## config.mk

```make
export PLATFORM = sky130hd
export DESIGN_NAME = apb_uart_slave_if
export DESIGN_NICKNAME = d
export VERILOG_FILES = /design/src/rtl/apb_uart_slave_if.sv
export SDC_FILE = /design/constraint.sdc
export NUM_CORES = 1
export LEC_CHECK = 0
export CAP_MARGIN = 30
export CORE_MARGIN = 2
export CORE_UTILIZATION = 30
export DETAILED_ROUTE_END_ITERATION = 16
export DONT_BUFFER_PORTS = 1
export SLEW_MARGIN = 20
export SYNTH_ARGS = -nofsm -noshare
export SYNTH_HDL_FRONTEND = slang
export SYNTH_SLANG_ARGS = --single-unit
```

## constraint.sdc

```tcl
create_clock -name PCLK -period 1.35 [get_ports PCLK]
set_input_delay 0.2025 -clock PCLK [delete_from_list [all_inputs] [get_ports PCLK]]
set_output_delay 0.2025 -clock PCLK [all_outputs]
set_load 0.05 [all_outputs]
```

## src/rtl/apb_uart_slave_if.sv

```systemverilog
// APB3 slave front-end for apb_uart: turns APB transfers into one-hot core strobes and
// completes them on core ready. Define APB_UART_TIMEOUT_EN to add a DRIVE-state watchdog.
module apb_uart_slave_if #(
  parameter int                    DATA_WIDTH     = 32,
  parameter int                    ADDR_WIDTH     = 32,
  parameter logic [ADDR_WIDTH-1:0] TX_ADDR        = 'h00,
  parameter logic [ADDR_WIDTH-1:0] RX_ADDR        = 'h04,
  parameter logic [ADDR_WIDTH-1:0] BAUD_ADDR      = 'h08,
  parameter logic [ADDR_WIDTH-1:0] FRAME_ADDR     = 'h0C,
  parameter logic [ADDR_WIDTH-1:0] PARITY_ADDR    = 'h10,
  parameter logic [ADDR_WIDTH-1:0] SBITS_ADDR     = 'h14,
  parameter int                    TIMEOUT_CYCLES = 1000000
) (
  input  logic                  PCLK,
  input  logic                  PRESETn,
  input  logic                  PSEL,
  input  logic                  PENABLE,
  input  logic                  PWRITE,
  input  logic [ADDR_WIDTH-1:0] PADDR,
  input  logic [DATA_WIDTH-1:0] PWDATA,
  output logic [DATA_WIDTH-1:0] PRDATA,
  output logic                  PREADY,
  output logic                  PSLVERR,
  output logic [DATA_WIDTH-1:0] write_data_in,
  output logic [ADDR_WIDTH-1:0] config_address,
  output logic                  TX_detect,
  output logic                  RX_detect,
  output logic                  config_write_detect,
  output logic                  config_read_detect,
  input  logic [DATA_WIDTH-1:0] read_data,
  input  logic                  ready,
  input  logic                  error
);

  typedef enum logic [1:0] {IDLE, DRIVE, RESP, ERR_RESP} state_t;

  typedef struct packed {
    logic tx;
    logic rx;
    logic cfg_wr;
    logic cfg_rd;
  } det_t;

  state_t                r_state, w_nxt_state;
  det_t                  r_det, w_nxt_det;
  logic [ADDR_WIDTH-1:0] r_addr, w_nxt_addr;
  logic [DATA_WIDTH-1:0] r_wdata, w_nxt_wdata;
  logic [DATA_WIDTH-1:0] r_prdata, w_nxt_prdata;
  logic                  r_pready, w_nxt_pready;
  logic                  r_pslverr, w_nxt_pslverr;
  logic                  r_first, w_nxt_first;
  logic                  w_access, w_is_tx, w_is_rx, w_is_cfg;

`ifdef APB_UART_TIMEOUT_EN
  localparam logic [23:0] TO_LAST = 24'(TIMEOUT_CYCLES - 1);
  logic [23:0] r_cnt, w_nxt_cnt;
`else
  // The timeout limit only matters when the watchdog is compiled in.
  logic w_unused_timeout;
  assign w_unused_timeout = (TIMEOUT_CYCLES != 0);
`endif

  assign w_access = PSEL & PENABLE & ~r_pready;
  assign w_is_tx  = (PADDR == TX_ADDR);
  assign w_is_rx  = (PADDR == RX_ADDR);
  assign w_is_cfg = (PADDR == BAUD_ADDR) | (PADDR == FRAME_ADDR) |
                    (PADDR == PARITY_ADDR) | (PADDR == SBITS_ADDR);

  // NOTE: every signal gets a default before the case so no latch is inferred.
  always_comb begin
    w_nxt_state   = r_state;
    w_nxt_det     = r_det;
    w_nxt_addr    = r_addr;
    w_nxt_wdata   = r_wdata;
    w_nxt_prdata  = '0;
    w_nxt_pready  = 1'b0;
    w_nxt_pslverr = 1'b0;
    w_nxt_first   = 1'b0;
`ifdef APB_UART_TIMEOUT_EN
    w_nxt_cnt     = r_cnt;
`endif
    case (r_state)
      IDLE: begin
        if (w_access) begin
          w_nxt_addr  = PADDR;
          w_nxt_wdata = PWDATA;
          w_nxt_det   = '0;
          w_nxt_first = 1'b1;
`ifdef APB_UART_TIMEOUT_EN
          w_nxt_cnt   = '0;
`endif
          if (PWRITE && w_is_tx) begin
            w_nxt_det.tx = 1'b1;
            w_nxt_state  = DRIVE;
          end else if (!PWRITE && w_is_rx) begin
            w_nxt_det.rx = 1'b1;
            w_nxt_state  = DRIVE;
          end else if (w_is_cfg) begin
            w_nxt_det.cfg_wr = PWRITE;
            w_nxt_det.cfg_rd = ~PWRITE;
            w_nxt_state      = DRIVE;
          end else begin
            w_nxt_pready  = 1'b1;
            w_nxt_pslverr = 1'b1;
            w_nxt_state   = ERR_RESP;
          end
        end
      end
      DRIVE: begin
        // The core's ready lags the strobe by a cycle, so the first DRIVE edge ignores it.
        if (!PSEL) begin
          w_nxt_det   = '0;
          w_nxt_state = IDLE;
        end else if (!r_first && ready) begin
          w_nxt_det     = '0;
          w_nxt_pready  = 1'b1;
          w_nxt_pslverr = error;
          w_nxt_prdata  = (r_det.rx | r_det.cfg_rd) ? read_data : '0;
          w_nxt_state   = RESP;
        end
`ifdef APB_UART_TIMEOUT_EN
        else if (r_cnt == TO_LAST) begin
          w_nxt_det     = '0;
          w_nxt_pready  = 1'b1;
          w_nxt_pslverr = 1'b1;
          w_nxt_state   = RESP;
        end else begin
          w_nxt_cnt = r_cnt + 24'd1;
        end
`endif
      end
      RESP, ERR_RESP: w_nxt_state = IDLE;
      default:        w_nxt_state = IDLE;
    endcase
  end

  // NOTE: reset is synchronous, so it is tested inside the clocked block, not in the sensitivity list.
  always_ff @(posedge PCLK) begin
    if (!PRESETn) begin
      r_state   <= IDLE;
      r_det     <= '0;
      r_addr    <= '0;
      r_wdata   <= '0;
      r_prdata  <= '0;
      r_pready  <= 1'b0;
      r_pslverr <= 1'b0;
      r_first   <= 1'b0;
`ifdef APB_UART_TIMEOUT_EN
      r_cnt     <= '0;
`endif
    end else begin
      r_state   <= w_nxt_state;
      r_det     <= w_nxt_det;
      r_addr    <= w_nxt_addr;
      r_wdata   <= w_nxt_wdata;
      r_prdata  <= w_nxt_prdata;
      r_pready  <= w_nxt_pready;
      r_pslverr <= w_nxt_pslverr;
      r_first   <= w_nxt_first;
`ifdef APB_UART_TIMEOUT_EN
      r_cnt     <= w_nxt_cnt;
`endif
    end
  end

  assign PRDATA              = r_prdata;
  assign PREADY              = r_pready;
  assign PSLVERR             = r_pslverr;
  assign write_data_in       = r_wdata;
  assign config_address      = r_addr;
  assign TX_detect           = r_det.tx;
  assign RX_detect           = r_det.rx;
  assign config_write_detect = r_det.cfg_wr;
  assign config_read_detect  = r_det.cfg_rd;

endmodule

```

# Yosys cells after proc, flatten, opt, wreduce, memory -nomap -nowiden
# Index checks and enable logic that the tools add are counted.
# classes
muxes,27
n_bitwise,8
n_reduce_logical,14
eq_ne,10
# ops
cell,n
32-bit by 4-bit equality test with 1-bit output (second input constant),2
32-bit by 5-bit equality test with 1-bit output (second input constant),2
32-bit by 3-bit equality test with 1-bit output (second input constant),1
32-bit zero test,1
2-bit 2-to-1 mux,8
4-bit 2-to-1 mux,3
1-bit 2-to-1 mux,11
4-bit case mux with 2 select lines,1
2-bit case mux with 3 select lines,1
2-bit AND reduction,3
5-bit AND reduction,1
2-bit equality test (second input constant),2
1-bit bitwise OR,4
1-bit case mux with 2 select lines,2
1-bit logical AND,3
3-bit 2-to-1 mux,1
3-bit != test (second input constant),1
3-bit AND reduction,1
1-bit bitwise AND,2
2-bit by 1-bit equality test with 1-bit output (second input constant),1
1-bit zero test,2
2-bit zero test,1
2-bit != test (second input constant),1
1-bit inverter,2
other kinds (2),2
# totals
out_inout_bits,102
in_bits,103
wordCells,70
regBits,105

# Depth between registers and ports, before layout
# logic_depth
depth_word,9
depth_mapped,7
ltp_nobuf,4

# Worst setup path after synthesis
# OpenSTA, ideal clock, no wires.
# synth_timing
kind,flip-flop to flip-flop
startpoint,register r_pready (netlist: PREADY)
endpoint,register r_wdata[5] (netlist: write_data_in[5])
n_path_buf,3
path_stages_with_launch,7
setup_slack_ns,-0.192
setup_time_ns,0.132
period_less_slack_ns,1.542
required_time_ns,1.218
arrival_ns,1.410
cell_sequence,dfxtp_1 > or3_1 > buf_2 > buf_6 > buf_6 > nand2_1 > a21oi_1
# synth_via
elab_chain_len,3
# synth_rtl
element,line,rtl
"start, declared",49,"logic r_pready, w_nxt_pready;"
"start signal, assigned",157,r_pready <= w_nxt_pready;
1-bit inverter,63,assign w_access = PSEL & PENABLE & ~r_pready;
1-bit bitwise AND,63,
2-bit AND reduction (no line),n/a,
"end signal, assigned",155,r_wdata <= w_nxt_wdata;
"end, declared",47,"logic [DATA_WIDTH-1:0] r_wdata, w_nxt_wdata;"
# No other way between the ends.
# A chain may end at the register's enable or synchronous reset.

# Worst setup path in the final report
# layout_timing
startpoint,register r_state[0]
endpoint,register r_wdata[4] (netlist: write_data_in[4])
# layout_via
elab_chain_len,2
# layout_rtl
element,line,rtl
"start, declared",44,"state_t r_state, w_nxt_state;"
"start signal, assigned",152,r_state <= w_nxt_state;
2-bit zero test,82,case (r_state)
2-bit AND reduction (no line),n/a,
# No other way between the ends.

==> flow_metrics.tcl <==
set metrics [dict create \
    status "complete, but fails checks" \
    violations "setup timing" \
    cp-end-kind "flip-flop" \
    startpoint_type "flip-flop" \
    netlist_area_um2 3520 \
    reg2reg_to "write_data_in[4]$_SDFFE_PN0P_" \
    drt_wl_total_mm 11.5 \
    drive_above_1_share_pct 22.1 \
    syn_avg_cell_area_um2 8.74 \
    synth_cell_types 25 \
    ys_seq_elements 105 \
    synth_enable_flop_cells 0 \
    slowest_delay_ns 0.42 \
    synth_adder_area_share_pct 0 \
    skew_ns 0.00877 \
    syn_nets 506 \
    final_core_util_pct 50.0 \
    fin_crit_sh_pct 111 \
    seq_area_frac_synth_pct 59.7 \
    crit_path_cell_trace "or2_4 -> or3_4 -> clkbuf_16 -> nand2_1 -> a21oi_2" \
    hold_depth 2 \
    synth_compound_area_share_pct 11.0 \
    dieArea_um2 12600 \
    cts_tree "yes" \
    track_usage_pct 17.2 \
    syn_inst 403 \
    drtPass1Iterations 4 \
    critPathArrivalTime_ns 1.72 \
    synthMuxAreaShare_pct 0 \
    hpwl_mm 6.83 \
    die_y_um 112 \
    p_leak_nw 2.32 \
    fin_nets 672 \
    boundaryPins 205 \
    ir_drop_mv 0.565 \
    initial_core_util_pct 30.8 \
    gp_congestion 0.715 \
    rows 39 \
    max_clock_freq_mhz 667 \
    n_antenna_cell 0 \
    total_power_mw 7.10 \
    yosys_warnings 0 \
    period_minus_slack_ns 1.50 \
    r2r_cells 5 \
    drt-wirelength-per-cell_um 16.0 \
    slew_headroom_pct 63.1 \
    hold_end "config_write_detect$_SDFFE_PN0P_" \
    clkTransAtPathRegs_ns 0.08 \
    critPathKind "flip-flop to flip-flop" \
    grt_pass1_wl_mm 17.2 \
    async_flop_share_pct 0 \
    area_growth_pct 62.0 \
    clock_path_buffers 2 \
    maxSlewViolCount 0 \
    power_density_nw_per_um2 1240 \
    synthTopCellsByArea "dfxtp_1 (60%), nand2_1 (14%), a21oi_1 (9.4%)" \
    cts_sinks 105 \
    setup_tns_ns -7.57 \
    min_from "PRESETn" \
    core_um2 11400 \
    antenna_found_initial 0 \
    dp.cells 605 \
    path_delay_family "simple AND/OR/NAND/NOR gates" \
    grt_max_degree 69 \
    ys.flop_type "dfxtp_1" \
    vias_per_cell 4.69 \
    grt_pass1_vias 3586 \
    cts_made_buffers 9 \
    synth_xor_xnor_area_share_pct 0.249 \
    cts-root-buf "clkbuf_16" \
    required_ns 1.57 \
    vias 3364 \
    r2r-start "r_state[0]$_SDFFE_PN0P_" \
    drv_cap 0 \
    drcViolationCount 0 \
    synth.top_cell.area_share_pct 59.7 \
    io_buffers 0 \
    crit_slowest_cell "or3_4" \
    setup_viol 71 \
    tightestPinTransition_ns 0.549 \
    synthSimpleGateAreaFrac_pct 25.1 \
    worst_slack_ns -0.149 \
    grt.overflow.total 0 \
    hold_viol 0 \
    die_x_um 112 \
    antenna_left 0 \
    fin_cells 717 \
    htreeDepth 3 \
    synth_top_family_by_area "simple AND/OR/NAND/NOR gates" \
    r2r_setup_slack_ns -0.15 \
    drt_iter0_markers 153 \
    synth_top_cell_by_area "dfxtp_1" \
    clk_latency_ns 0.34 \
    rsz0062_at_grt "true" \
    worstHoldPathType "input pin to flip-flop" \
    cp.buffers_inverters 1 \
    crit_fanout 17 \
]
[cell usage after synthesis, types with 2 or more instances]
| cell type | number |
|---|---|
| and2_1 | 33 |
| o21ai_0 | 6 |
| clkbuf_1 | 14 |
| nor4_1 | 6 |
| dfxtp_1 | 105 |
| nand2b_1 | 2 |
| a21oi_1 | 66 |
| nor3_1 | 2 |
| buf_6 | 3 |
| and4_1 | 2 |
| nand2_1 | 131 |
| nor2_1 | 5 |
| inv_1 | 2 |
| buf_2 | 8 |
| nor2b_1 | 3 |
| nand4_1 | 6 |
[worst max path at each step]
| stage | startpoint | end | slack [ns] | cells after the start |
|---|---|---|---|---|
| CTS | r_state[0]$_SDFFE_PN0P_ | PSLVERR$_SDFF_PN0_ | -0.1 | 4 |
| global route | r_state[1]$_SDFFE_PN0P_ | config_address[27]$_SDFFE_PN0P_ | -0.22 | 7 |
| floorplan | r_state[0]$_SDFFE_PN0P_ | write_data_in[5]$_SDFFE_PN0P_ | -0.13 | 7 |
| detailed placement | r_state[0]$_SDFFE_PN0P_ | write_data_in[17]$_SDFFE_PN0P_ | -0.44 | 6 |
| global placement | r_state[0]$_SDFFE_PN0P_ | write_data_in[18]$_SDFFE_PN0P_ | -0.32 | 6 |
| finish | r_state[0]$_SDFFE_PN0P_ | write_data_in[4]$_SDFFE_PN0P_ | -0.15 | 5 |
[final cells by class]
class                           count  area [µm²]
Inverter                            3        11.3
Tap cell                          143         179
Clock buffer                        9         225
Fill cell                        1007        5710
Clock inverter                      7        87.6
Sequential cell                   105        2110
Timing Repair Buffer              180        1750
Multi-Input combinational cell    270        1350
[cells in the final DEF (no fill, tap or decap), types with 3 or more instances in the layout]
cell and instances:
a21oi_1 65, and2_1 33, buf_12 5, buf_4 76, buf_6 5, clkbuf_16 13, dfxtp_1 102, dfxtp_2 3
dlygate4sd3_1 88, nand2_1 125, nand2_2 6, nand4_1 6, nor2_1 3, nor2b_1 3, nor4_1 6, o21ai_1 4
[worst reg2reg max path: stages (launching register included)]
cell       delay (ns)
dfxtp_2          0.33
or2_4            0.25
or3_4            0.42
clkbuf_16        0.23
nand2_1          0.10
a21oi_2          0.06
[flip-flops by register name, summed over array words and instances (netlist names)]
register and flops:
PRDATA 32, config_address 32, write_data_in 32, r_state 2
PREADY 1, PSLVERR 1, RX_detect 1, TX_detect 1
config_read_detect 1, config_write_detect 1, r_first 1
[per-stage QoR]
stage / worst slack (ns) / cell area [µm²] / hold slack, ns
3_3_place_gp: -0.324 / 4250 / 0.309
6_report: -0.149 / 5710 / 0.00665
5_1_grt: -0.216 / 5710 / 0.0118
3_5_place_dp: -0.444 / 4250 / 0.315
2_1_floorplan: -0.126 / 3540 / 0.306
4_1_cts: -0.0991 / 5530 / 0.000506
[where the power goes]
group | switching, mW | internal [mW] | leakage [nW] | total [mW]
registers | 0.0543 | 3.20 | 0.854 | 3.25
clock network | 1.21 | 1.48 | 0.151 | 2.69
logic | 0.672 | 0.488 | 1.31 | 1.16
total | 1.94 | 5.16 | 2.32 | 7.10
[cell families after synthesis]
family	after synthesis
AOI/OAI and AO/OA	75
xor gates and xnor gates	1
buffers and inverters	28
DFF	105
and+or+nand+nor	194
[routing by layer]
metal | GRT usage (%) | vias to the layer above | wire length [µm]
met5 | 0 | - | 0
met4 | 7.32 | 0 | 257
met3 | 4.32 | 23 | 843
met2 | 31.3 | 170 | 5840
met1 | 19.0 | 1535 | 4520
li1 | - | 1636 | -
[repair_timing]
| item | 4_1_cts | 5_1_grt |
|---|---|---|
| endpoints found under the hold margin | 88 | 1 |
| endpoints found under the setup margin | 72 | 102 |
| pin swaps | 1 | 7 |
| cloned | 1 | 5 |
| resized for setup | 12 | 21 |
| buffers inserted | 2 | 0 |
| hold buffers | 87 | 1 |
Note: power is estimated with default switching activity, not from simulation.
